$ cat src/rtl/softmax_max_sub.sv
// Streaming max-subtract stage: buffers one vector, tracks its maximum,
// then replays every element as (max - x) to the exponent stage.
module softmax_max_sub #(
    parameter int DATA_W = 7,
    parameter int LANES  = 4,
    parameter int DEPTH  = 16
) (
    input  logic                      clk,
    input  logic                      rst,
    input  logic                      in_valid,
    output logic                      in_ready,
    input  logic [LANES*DATA_W-1:0]   in_data,
    input  logic                      in_last,
    output logic                      out_valid,
    input  logic                      out_ready,
    output logic [LANES*DATA_W-1:0]   out_data,
    output logic                      out_last,
    output logic [DATA_W-1:0]         vec_max,
    output logic                      ovf
);

    localparam int VW = LANES * DATA_W;
    localparam int CW = $clog2(DEPTH + 1);
    localparam int AW = $clog2(DEPTH);

    typedef enum logic {
        LOAD,
        DRAIN
    } state_t;

    state_t            state;
    logic [CW-1:0]     wr_cnt;
    logic [CW-1:0]     rd_cnt;
    logic [CW-1:0]     len;
    logic [DATA_W-1:0] max_q;
    logic              ovf_q;
    logic [VW-1:0]     mem [DEPTH];

    logic              in_hs;
    logic              out_hs;
    logic              cap_full;
    logic              rd_last;
    logic [DATA_W-1:0] beat_max;
    logic [DATA_W-1:0] next_max;
    logic [VW-1:0]     rd_word;
    logic [VW-1:0]     diff_word;

    // Handshakes and phase-derived status; in_ready sees only state and rst.
    assign in_ready  = (state == LOAD) && !rst;
    assign out_valid = (state == DRAIN);
    assign in_hs     = in_valid && in_ready;
    assign out_hs    = out_valid && out_ready;
    assign cap_full  = (wr_cnt == CW'(DEPTH - 1));
    assign rd_last   = (rd_cnt == len - CW'(1));
    assign ovf       = ovf_q;

    // Largest lane of the incoming beat.
    always_comb begin
        beat_max = in_data[0 +: DATA_W];
        for (int i = 1; i < LANES; i++) begin
            if (in_data[i*DATA_W +: DATA_W] > beat_max) begin
                beat_max = in_data[i*DATA_W +: DATA_W];
            end
        end
    end

    // Running maximum; the first beat of a vector ignores the old value.
    always_comb begin
        next_max = max_q;
        if (wr_cnt == '0 || beat_max > max_q) begin
            next_max = beat_max;
        end
    end

    // Per-lane magnitude; max dominates every element so no borrow occurs.
    always_comb begin
        rd_word   = mem[rd_cnt[AW-1:0]];
        diff_word = '0;
        for (int i = 0; i < LANES; i++) begin
            diff_word[i*DATA_W +: DATA_W] =
                max_q - rd_word[i*DATA_W +: DATA_W];
        end
    end

    // Outputs read only registers and are zeroed outside DRAIN.
    always_comb begin
        out_data = '0;
        out_last = 1'b0;
        vec_max  = '0;
        if (out_valid) begin
            out_data = diff_word;
            out_last = rd_last;
            vec_max  = max_q;
        end
    end

    // Element buffer; contents beyond len are never read.
    always_ff @(posedge clk) begin
        if (in_hs) begin
            mem[wr_cnt[AW-1:0]] <= in_data;
        end
    end

    // LOAD/DRAIN sequencing, counters, running max and overflow pulse.
    always_ff @(posedge clk) begin
        if (rst) begin
            state  <= LOAD;
            wr_cnt <= '0;
            rd_cnt <= '0;
            len    <= '0;
            max_q  <= '0;
            ovf_q  <= 1'b0;
        end else begin
            ovf_q <= 1'b0;
            unique case (state)
                LOAD: begin
                    if (in_hs) begin
                        max_q <= next_max;
                        if (in_last || cap_full) begin
                            len    <= wr_cnt + CW'(1);
                            wr_cnt <= '0;
                            rd_cnt <= '0;
                            ovf_q  <= !in_last;
                            state  <= DRAIN;
                        end else begin
                            wr_cnt <= wr_cnt + CW'(1);
                        end
                    end
                end
                DRAIN: begin
                    if (out_hs) begin
                        if (rd_last) begin
                            rd_cnt <= '0;
                            wr_cnt <= '0;
                            state  <= LOAD;
                        end else begin
                            rd_cnt <= rd_cnt + CW'(1);
                        end
                    end
                end
                default: state <= LOAD;
            endcase
        end
    end

endmodule
$ cat config.mk
export PLATFORM = sky130hd
export DESIGN_NAME = softmax_max_sub
export DESIGN_NICKNAME = d
export VERILOG_FILES = /design/src/rtl/softmax_max_sub.sv
export SDC_FILE = /design/constraint.sdc
export NUM_CORES = 1
export LEC_CHECK = 0
export CORE_UTILIZATION = 65
export DETAILED_ROUTE_END_ITERATION = 12
export GPL_TIMING_DRIVEN = 1
export PLACE_DENSITY = 0.83
export SYNTH_ARGS = -nofsm -noshare
export SYNTH_HDL_FRONTEND = slang
export SYNTH_SLANG_ARGS = --single-unit
$ cat constraint.sdc
create_clock -name clk -period 19.35 [get_ports clk]
set_clock_uncertainty 0.05 [all_clocks]
set_input_delay 2.9025 -clock clk [delete_from_list [all_inputs] [get_ports clk]]
set_output_delay 2.9025 -clock clk [all_outputs]
set_load 0.02 [all_outputs]
==> results of run 1 <==
## worst reg2reg max path, delay by kind of cell, from the launching register on
kind | cells | cell delay (ns)
buffers and inverters | 1 | 0.55
DFF | 1 | 0.47
and+or+nand+nor | 4 | 1.92
## power groups by stage
stage / registers [mW] / logic, mW / clock network (mW)
after floorplan: 1.16 / 0.156 / 0
after global placement: 1.17 / 0.213 / 0
after detailed placement: 1.17 / 0.219 / 0
after CTS: 1.15 / 0.223 / 0.882
after global routing: 1.15 / 0.242 / 0.921
final: 1.15 / 0.225 / 0.874
## cell usage in the layout (no fill, tap or decap), types with 26 or more instances in the layout
master           count
clkdlybuf4s50_1     71
buf_4               26
ha_1                58
clkbuf_16           48
nor2_1              57
edfxtp_1           448
mux4_2             132
inv_1               59
## synth_stat cells, types with 4 or more instances
master / instances / area [um^2]
and2_1: 8 / 50.05
nor3_1: 11 / 55.05
xnor2_1: 24 / 210.2
xor2_1: 9 / 78.83
clkbuf_1: 15 / 56.30
mux2i_1: 19 / 190.2
nand2b_1: 8 / 50.05
o21ai_0: 10 / 50.05
a211oi_1: 5 / 37.54
o21ai_1: 7 / 35.03
inv_1: 59 / 221.5
edfxtp_1: 448 / 13450
mux4_2: 132 / 2973
nor2_1: 69 / 259.0
a21oi_1: 24 / 120.1
buf_1: 8 / 30.03
nand2_1: 20 / 75.07
buf_2: 8 / 40.04
fa_1: 4 / 80.08
buf_4: 6 / 45.04
ha_1: 58 / 725.7
dfxtp_1: 28 / 560.5
nand3_1: 10 / 50.05
a21o_1: 24 / 180.2
mux2_4: 4 / 60.06
mux4_1: 8 / 210.2
## cell type report
type                    instances  area, um^2
flip-flops and latches        476       14020
repair buffers                 97       905.9
clock inverters                24       202.7
well taps                     396       495.5
multi-input cells             495        5956
clock buffers                  63        1267
fillers                      1693        7590
inverters                      61       229.0
## per-stage QoR
stage	util [%]	hold WS, ns	instance area (um^2)
after floorplan	-	0.3823	20320
after global placement	70.46	0.3980	21610
after detailed placement	70.46	0.4077	21610
after CTS	75.25	0.4201	23080
after global routing	75.25	0.4517	23080
final	75.25	0.4273	23080
## registers in the layout, indices dropped and copies added (netlist names), named ones only
signal     flops
mem          448
max_q          7
len            5
rd_cnt         5
wr_cnt         5
out_valid      1
ovf            1
## per-layer routing
metal	vias up	GRT usage (%)
met2	681	49.69
met3	109	4.665
li1	4502	-
met4	0	10.35
met1	5558	42.76
met5	-	0
## final timing paths
kind | from | end | slack, ns | cells past startpoint
max | in_data[2] | max_q[0] | 8.78 | 29
min | wr_cnt[4] | wr_cnt[4] | 0.43 | 1
max reg2reg | out_valid | mem[1][17] | 16.01 | 5
min reg2reg | wr_cnt[4] | wr_cnt[4] | 0.43 | 1
## cells by family after synthesis
| group | count (synthesis) | synth area share, % |
|---|---|---|
| flip-flops | 476 | 68.97 |
| multiplexers | 167 | 17.13 |
| AND/OR/NAND/NOR | 144 | 3.319 |
| buffers and inverters | 103 | 2.260 |
| AO/OA/AOI/OAI | 88 | 2.876 |
| adder cells (fa/ha/maj) | 63 | 4.021 |
| XOR/XNOR | 33 | 1.423 |
==> metrics.txt, run 1 <==
final HPWL from detailed placement=26640 um; Post-Syn Nets=1169; RSZ-0062 raised after global routing=no; CP max-delay cell=clkdlybuf4s50_1; Async S/R FF share, synth=0%; Tightest Pin Transition=1.257 ns; dpl cells=1525; Most common cell on crit path=ha_1; Die Area=31970 um^2; Ant. Diodes=0; Slew headroom=15.77%; Fmax=94.58 MHz; register area share after synthesis=68.97%; layout cells sized above 1=20.81%; cell area power density=97.25 nW/um^2; Post-DRT Antenna Nets=0; CTS tree=yes; largest net degree at the start of global routing=59; total I/O pin count=72; highest routed layer=met4; Critical Path Start Type=input port; critical path class=in2reg; CTS clock-pin slew for the worst setup and hold paths=0.06 ns; TritonCTS Buffers=47; Die W=178.8 um; Comb pwr share=10.0%; postcts setup bufs=0; slowest stage delay, CP=0.82 ns; Final Worst Setup Slack=8.777 ns; DP Worst Slack=8.528 ns; first-iteration detailed-routing DRC count=1351; final period utilization=54.64%; CTS root buf=clkbuf_16; Post-Route WL=47030 um; crit-path leading delay family=compound AO/OA/AOI/OAI gates; final std cells w/o fill=1612; WP data required=19.78 ns; P_int=1.736 mW; Hold Path Class=reg2reg; 1st-pass router iterations=5; buffers and inverters on the worst path=2; CP Max Fanout=18; vias=10850; Routed WL per cell=29.17 um; Worst IR Drop VDD=0.08358 mV; synth unique cells=57; YS warnings=0; setup TNS=0 ns; vias per cell=6.731; Switch Pwr=0.5084 mW; standard-cell row count=64; first-pass GRT wire length=68400 um; Mapped Area=20320 um^2; EDFF count, synth=448; synthesis-to-layout area growth=13.59%; met2 routed WL=23480 um; synthesis-stage register bit count=476; CTS H-Tree Depth=2; synthesized area per cell=18.92 um^2; Final Max Slew Viols=0; drt drc=0; gpl congestion=0.8875; met1 WL=17920 um; CP Capture Type=flip-flop; layout net count=1273; Pleak=7.661 nW; initial antenna violation count=0; worst skew pair latency=0.55 ns; Die Span Y=178.8 um; Final Hold Vio Count=0; outcome=finished, final reports clean; Post-synth top flop=edfxtp_1; setup violators final=0; Period minus WS final=10.57 ns; worst path arrival time=11.00 ns; CTS max path bufs=3; vias in the first global route=10790; MaxCap Viol Count=0; Core Footprint=30670 um^2; hold buffers post-CTS=0; register share of total power=51.0%; CTS sink count=476; Initial Utilization=66.25%; GRT Util Overall=30.52%; Synth Instances=1074; post-CTS sizing=0; # port buffers=71; total congestion overflow=0; Sw Share=22.65%; Total Power=2.244 mW; clock share of power=39.0%; WL met3=4232 um
(Power assumes the default switching activity.)
==> inputs of run 2 (changes only) <==
CORE_UTILIZATION = 61   (was 65)
PLACE_DENSITY = 0.79   (was 0.83)
clock period = 10.8 ns   (was 19.35 ns; I/O delays follow)
==> run 2 against run 1 <==
Net effect:
- non-clock buffer count up 9
- global-route usage down 2.6 points
- routed wire length down 3.8%
- combinational power up 77%
- final area up 0.73%
- first-iteration DRC count down 26%
- utilization down 4.0 points
- largest cell class unchanged
- largest power group unchanged
- highest routed layer unchanged
==> metrics.txt, run 2 (same netlist as run 1, synthesis figures left out) <==
CTS max path bufs=3 (unchanged); slowest stage delay, CP=0.85 ns (+0.03 ns); GRT Util Overall=27.96% (-2.6 points); Core Footprint=32620 um^2 (+6.4%); commonest non-fill, non-tap cell in the layout=edfxtp_1; Final Max Slew Viols=0 (unchanged); DP Area=21730 um^2 (+0.58%); Final Hold Vio Count=0 (unchanged); total I/O pin count=72 (unchanged); Pleak=7.731 nW (+0.91%); Critical Path Start Type=input port; initial antenna violation count=0 (unchanged); layout cells sized above 1=22.18% (+1.4 points); most frequent cells in the layout=edfxtp_1 (448), mux4_2 (132), clkdlybuf4s50_1 (71); WP data required=11.22 ns (-8.56 ns); setup TNS=0 ns (unchanged); standard-cell row count=66 (+3.1%); Routed WL per cell=27.17 um (-6.9%); CTS clock-pin slew for the worst setup and hold paths=0.07 ns (about the same); post-CTS sizing=0 (unchanged); setup violators final=0 (unchanged); Die W=184.5 um (+3.2%); # port buffers=71 (unchanged); Most common cell on crit path=ha_1; RSZ-0062 raised after global routing=no; hold buffers post-CTS=0 (unchanged); CTS tree=yes; CP Max Fanout=18 (unchanged); MaxCap Viol Count=0 (unchanged); TritonCTS Buffers=48 (+2.1%); Hold Slack=0.4324 ns (+0.005074 ns); Fmax=109.6 MHz; drt drc=0 (unchanged); reg2reg path depth=9 (+4); 1st-pass router iterations=5 (unchanged); Worst IR Drop VDD=0.1371 mV (+64%); Die Span Y=184.5 um (+3.2%); Period minus WS final=9.121 ns; final core occ=71.27% (-4.0 points); postcts setup bufs=0 (unchanged); total congestion overflow=0 (unchanged); gpl congestion=0.8853 (-0.25%); synthesis-to-layout area growth=14.42%; hold depth=1 (unchanged); Largest register FFs=448 (unchanged); CTS sink count=476 (unchanged); CTS root buf=clkbuf_16; Post-Route WL=45220 um (-3.8%); layout net count=1283 (+0.79%); worst path arrival time=9.54 ns (-1.46 ns); Initial Utilization=62.29% (-4.0 points); CP max-delay cell=clkdlybuf4s50_1; final HPWL from detailed placement=26740 um (+0.39%); Ant. Diodes=0 (unchanged); Die Area=34040 um^2 (+6.5%); first-pass GRT wire length=67680 um (-1.1%); Hold Path Class=reg2reg; Design Area, Final=23250 um^2 (+0.73%); largest net degree at the start of global routing=44 (-25%); final period utilization=84.46%; Slew headroom=38.32% (+23 points); outcome=finished, final reports clean; Tightest Pin Transition=0.9223 ns (-0.3344 ns); vias in the first global route=10740 (-0.52%); first-iteration detailed-routing DRC count=1006 (-26%); dpl cells=1580 (+3.6%); worst skew pair latency=0.55 ns (about the same); critical path class=in2reg; CTS H-Tree Depth=2 (unchanged); Post-DRT Antenna Nets=0 (unchanged); CP Capture Type=flip-flop; cell area power density=174.4 nW/um^2 (+79%); final std cells w/o fill=1664 (+3.2%); vias per cell=6.318 (-6.1%); vias=10510 (-3.1%)
## run 2: changes by cell type in the layout (fill, tap and decap cells not counted), moves of 2 or more
cell / delta
clkinvlp_4: +3
clkinv_1: -7
clkinv_8: -2
clkbuf_1: -5
buf_4: +9
clkinv_2: +5
## run 2: final cells by class
type	instances	area, um^2
Timing Repair Buffer	106	973.4
Clock inverter	26	252.7
Sequential cell	476	14020
Multi-Input combinational cell	495	5956
Fill cell	1969	9371
Clock buffer	58	1260
Inverter	61	229.0
Tap cell	442	553.0
## run 2: worst max-delay path: cells and delay by family
family / cells / cell delay, ns
muxes: 3 / 0.94
buffers and inverters: 2 / 0.97
and+or+nand+nor: 5 / 0.88
AOI/OAI and AO/OA: 15 / 3.50
adders and majority gates: 5 / 1.62
## run 2: per-stage QoR
stage | setup slack [ns] | total power, mW
after detailed placement | 1.376 | 2.483
after global routing | 1.191 | 4.172
final | 1.679 | 4.054
after CTS | 1.812 | 4.069
after global placement | 1.674 | 2.472
after floorplan | 3.287 | 2.357
## run 2: per-layer routing
metal	vias to the layer above	routed length [um]	global-route usage, %
met1	5405	17620	38.15
li1	4525	-	-
met3	81	3461	3.991
met4	0	1292	9.100
met5	-	0	0
met2	502	22840	46.94
## run 2: path summary, 6_finish.rpt
path                                  from         to  slack, ns
worst min-delay path             wr_cnt[4]  wr_cnt[4]       0.43
worst min register to register   wr_cnt[4]  wr_cnt[4]       0.43
worst max-delay path            in_data[5]   max_q[2]       1.68
worst max register to register    max_q[1]   max_q[2]       7.65
## run 2: power breakdown
part           switching (mW)  internal (mW)
clock network           0.678          0.928
registers              0.0206           2.03
logic                   0.213          0.184
==> inputs of run 3 (changes only) <==
CORE_UTILIZATION = 55   (was 61)
PLACE_DENSITY = 0.75   (was 0.79)
clock period = 7.8 ns   (was 10.8 ns; I/O delays follow)
==> run 3 against run 2 <==
Net effect:
- final area up 0.92%
- hold slack better by 0.0021 ns
- sequential share of layout area decreased by 0.55 points
==> metrics.txt, run 3 (same netlist as run 1, synthesis figures left out) <==
Post-DRT Antenna Nets=0 (unchanged); WP data required=8.24 ns (-2.98 ns); outcome=finished, final reports clean; total congestion overflow=0 (unchanged); CP Max Fanout=12 (-6); CP Capture Type=flip-flop; register-to-register setup slack=5.03 ns (-2.62 ns); most frequent cells in the layout=edfxtp_1 (448), mux4_2 (132), clkdlybuf4s50_1 (71); r2r startpoint=out_valid; first-pass GRT wire length=69350 um (+2.5%); Pleak=7.833 nW (+1.3%); number of fill cells=2411 (+22%); Period minus WS final=7.365 ns; CTS tree=yes; vias=10640 (+1.2%); worst path arrival time=7.80 ns (-1.74 ns); hold depth=1 (unchanged); synthesis-to-layout area growth=15.47%; Hold Path End=wr_cnt[4]; MaxCap Viol Count=0 (unchanged); register share of total power=50.6% (about the same); setup TNS=0 ns (unchanged); CTS sink count=476 (unchanged); Critical Path Start Type=input port; final period utilization=94.42%; final HPWL from detailed placement=28120 um (+5.2%); gpl congestion=0.9007 (+1.7%); Comb pwr share=10.2% (+0.4 points); CTS max path bufs=3 (unchanged); Tightest Pin Transition=0.9299 ns (+0.007569 ns); Core Footprint=36520 um^2 (+12%); Seq. cell area=14020 um^2 (unchanged); Post-Route WL=46960 um (+3.9%); largest net degree at the start of global routing=55 (+25%); setup violators final=0 (unchanged); critical path class=in2reg; CTS H-Tree Depth=2 (unchanged); CP max-delay cell=clkdlybuf4s50_1; Die W=194.2 um (+5.3%); CTS root buf=clkbuf_16; Ant. Diodes=0 (unchanged); Die Span Y=194.2 um (+5.3%); total I/O pin count=72 (unchanged); Final Worst Setup Slack=0.4350 ns (-1.244 ns); # port buffers=71 (unchanged); Initial Utilization=55.63% (-6.7 points); TritonCTS Buffers=49 (+2.1%); Slew headroom=37.82% (-0.51 points); Crit Reg-Reg Endpoint=mem[4][1]; layout cells sized above 1=23.29% (+1.1 points); layout net count=1304 (+1.6%); hold path start=wr_cnt[4]; hold buffers post-CTS=0 (unchanged); Die Area=37720 um^2 (+11%); DP Area=21950 um^2 (+1.0%); initial antenna violation count=0 (unchanged); Sw Share=22.74% (+0.26 points); Worst IR Drop VDD=0.1713 mV (+25%); GRT Util Overall=25.60% (-2.4 points); Routed WL per cell=27.41 um (+0.88%); Final Max Slew Viols=0 (unchanged); vias in the first global route=10660 (-0.67%); Fmax=135.8 MHz; P_int=4.335 mW (+38%); cell area power density=239.2 nW/um^2 (+37%); slowest stage delay, CP=0.63 ns (-0.22 ns); Total Power=5.611 mW (+38%); 1st-pass router iterations=5 (unchanged); Hold Path Class=reg2reg; Design Area, Final=23460 um^2 (+0.92%); footprint of the multi-input gates=5962 um^2 (+0.11%); standard-cell row count=70 (+6.1%); commonest non-fill, non-tap cell in the layout=edfxtp_1; Final Hold Vio Count=0 (unchanged); Switch Pwr=1.276 mW (+40%); worst skew pair latency=0.56 ns (about the same); clock share of power=39.1% (-0.5 points); drt drc=0 (unchanged); DP Worst Slack=-0.07499 ns (-1.451 ns); vias per cell=6.214 (-1.7%); Most common cell on crit path=ha_1; first-iteration detailed-routing DRC count=979 (-2.7%); CTS clock-pin slew for the worst setup and hold paths=0.06 ns (about the same); Largest register FFs=448 (unchanged); reg2reg path depth=5 (-4)
## run 3: cell types whose count changed in the layout (fill, tap and decap cells not counted), sizes merged
cell      previous run  this run
clkinvlp             3         1
buf                 35        55
inv                 61        60
bufinv               4         3
clkinv              19        24
clkbuf              58        60
## run 3: worst max-delay path by stage
stage                           from        to  slack, ns  cells after the start
after CTS                 in_data[9]  max_q[5]       0.47                     31
after detailed placement  in_data[9]  max_q[5]      -0.07                     31
after global routing      in_data[6]  max_q[5]      -0.02                     33
after floorplan           in_data[2]  max_q[0]       0.74                     30
final                     in_data[9]  max_q[1]       0.44                     31
after global placement    in_data[6]  max_q[5]       0.12                     31
## run 3: repair_timing
item	CTS	global route
buffers inserted	0	0
gates resized for setup	0	1
endpoints found under the setup margin	0	5
## run 3: cell type report
class,count,area share [%]
clock buffers,60,5.402
flip-flops and latches,476,59.77
repair buffers,126,4.949
clock inverters,27,0.9919
inverters,61,0.9759
well taps,468,2.496
multi-input cells,495,25.41
## run 3: routing by layer
| metal | track usage, % | share of wire (%) |
|---|---|---|
| met1 | 37.03 | 40 |
| met4 | 9.112 | 3.5 |
| met2 | 39.56 | 47 |
| met3 | 4.731 | 8.6 |
| met5 | 0 | 0 |
## run 3: power groups by stage
| stage | sequential, mW | combinational, mW | clock [mW] |
|---|---|---|---|
| after floorplan | 2.88 | 0.387 | 0 |
| after global placement | 2.89 | 0.558 | 0 |
| after detailed placement | 2.90 | 0.569 | 0 |
| after CTS | 2.84 | 0.572 | 2.22 |
| after global routing | 2.84 | 0.625 | 2.32 |
| final | 2.84 | 0.574 | 2.20 |
## run 3: worst max-delay path, delay by kind of cell
family | cells | cell delay [ns]
adders and majority gates | 5 | 1.52
buffers and inverters | 3 | 1.04
AOI/OAI and AO/OA | 13 | 2.39
and+or+nand+nor | 7 | 0.95
muxes | 3 | 0.73
## run 3: through the flow
stage | utilization (%) | hold slack (ns) | std cells
floorplan | - | 0.3823 | 1074
global placement | 60.11 | 0.3999 | 1626
detailed placement | 60.11 | 0.4095 | 1626
CTS | 64.22 | 0.4237 | 1713
global route | 64.24 | 0.4532 | 1713
finish | 64.24 | 0.4345 | 1713
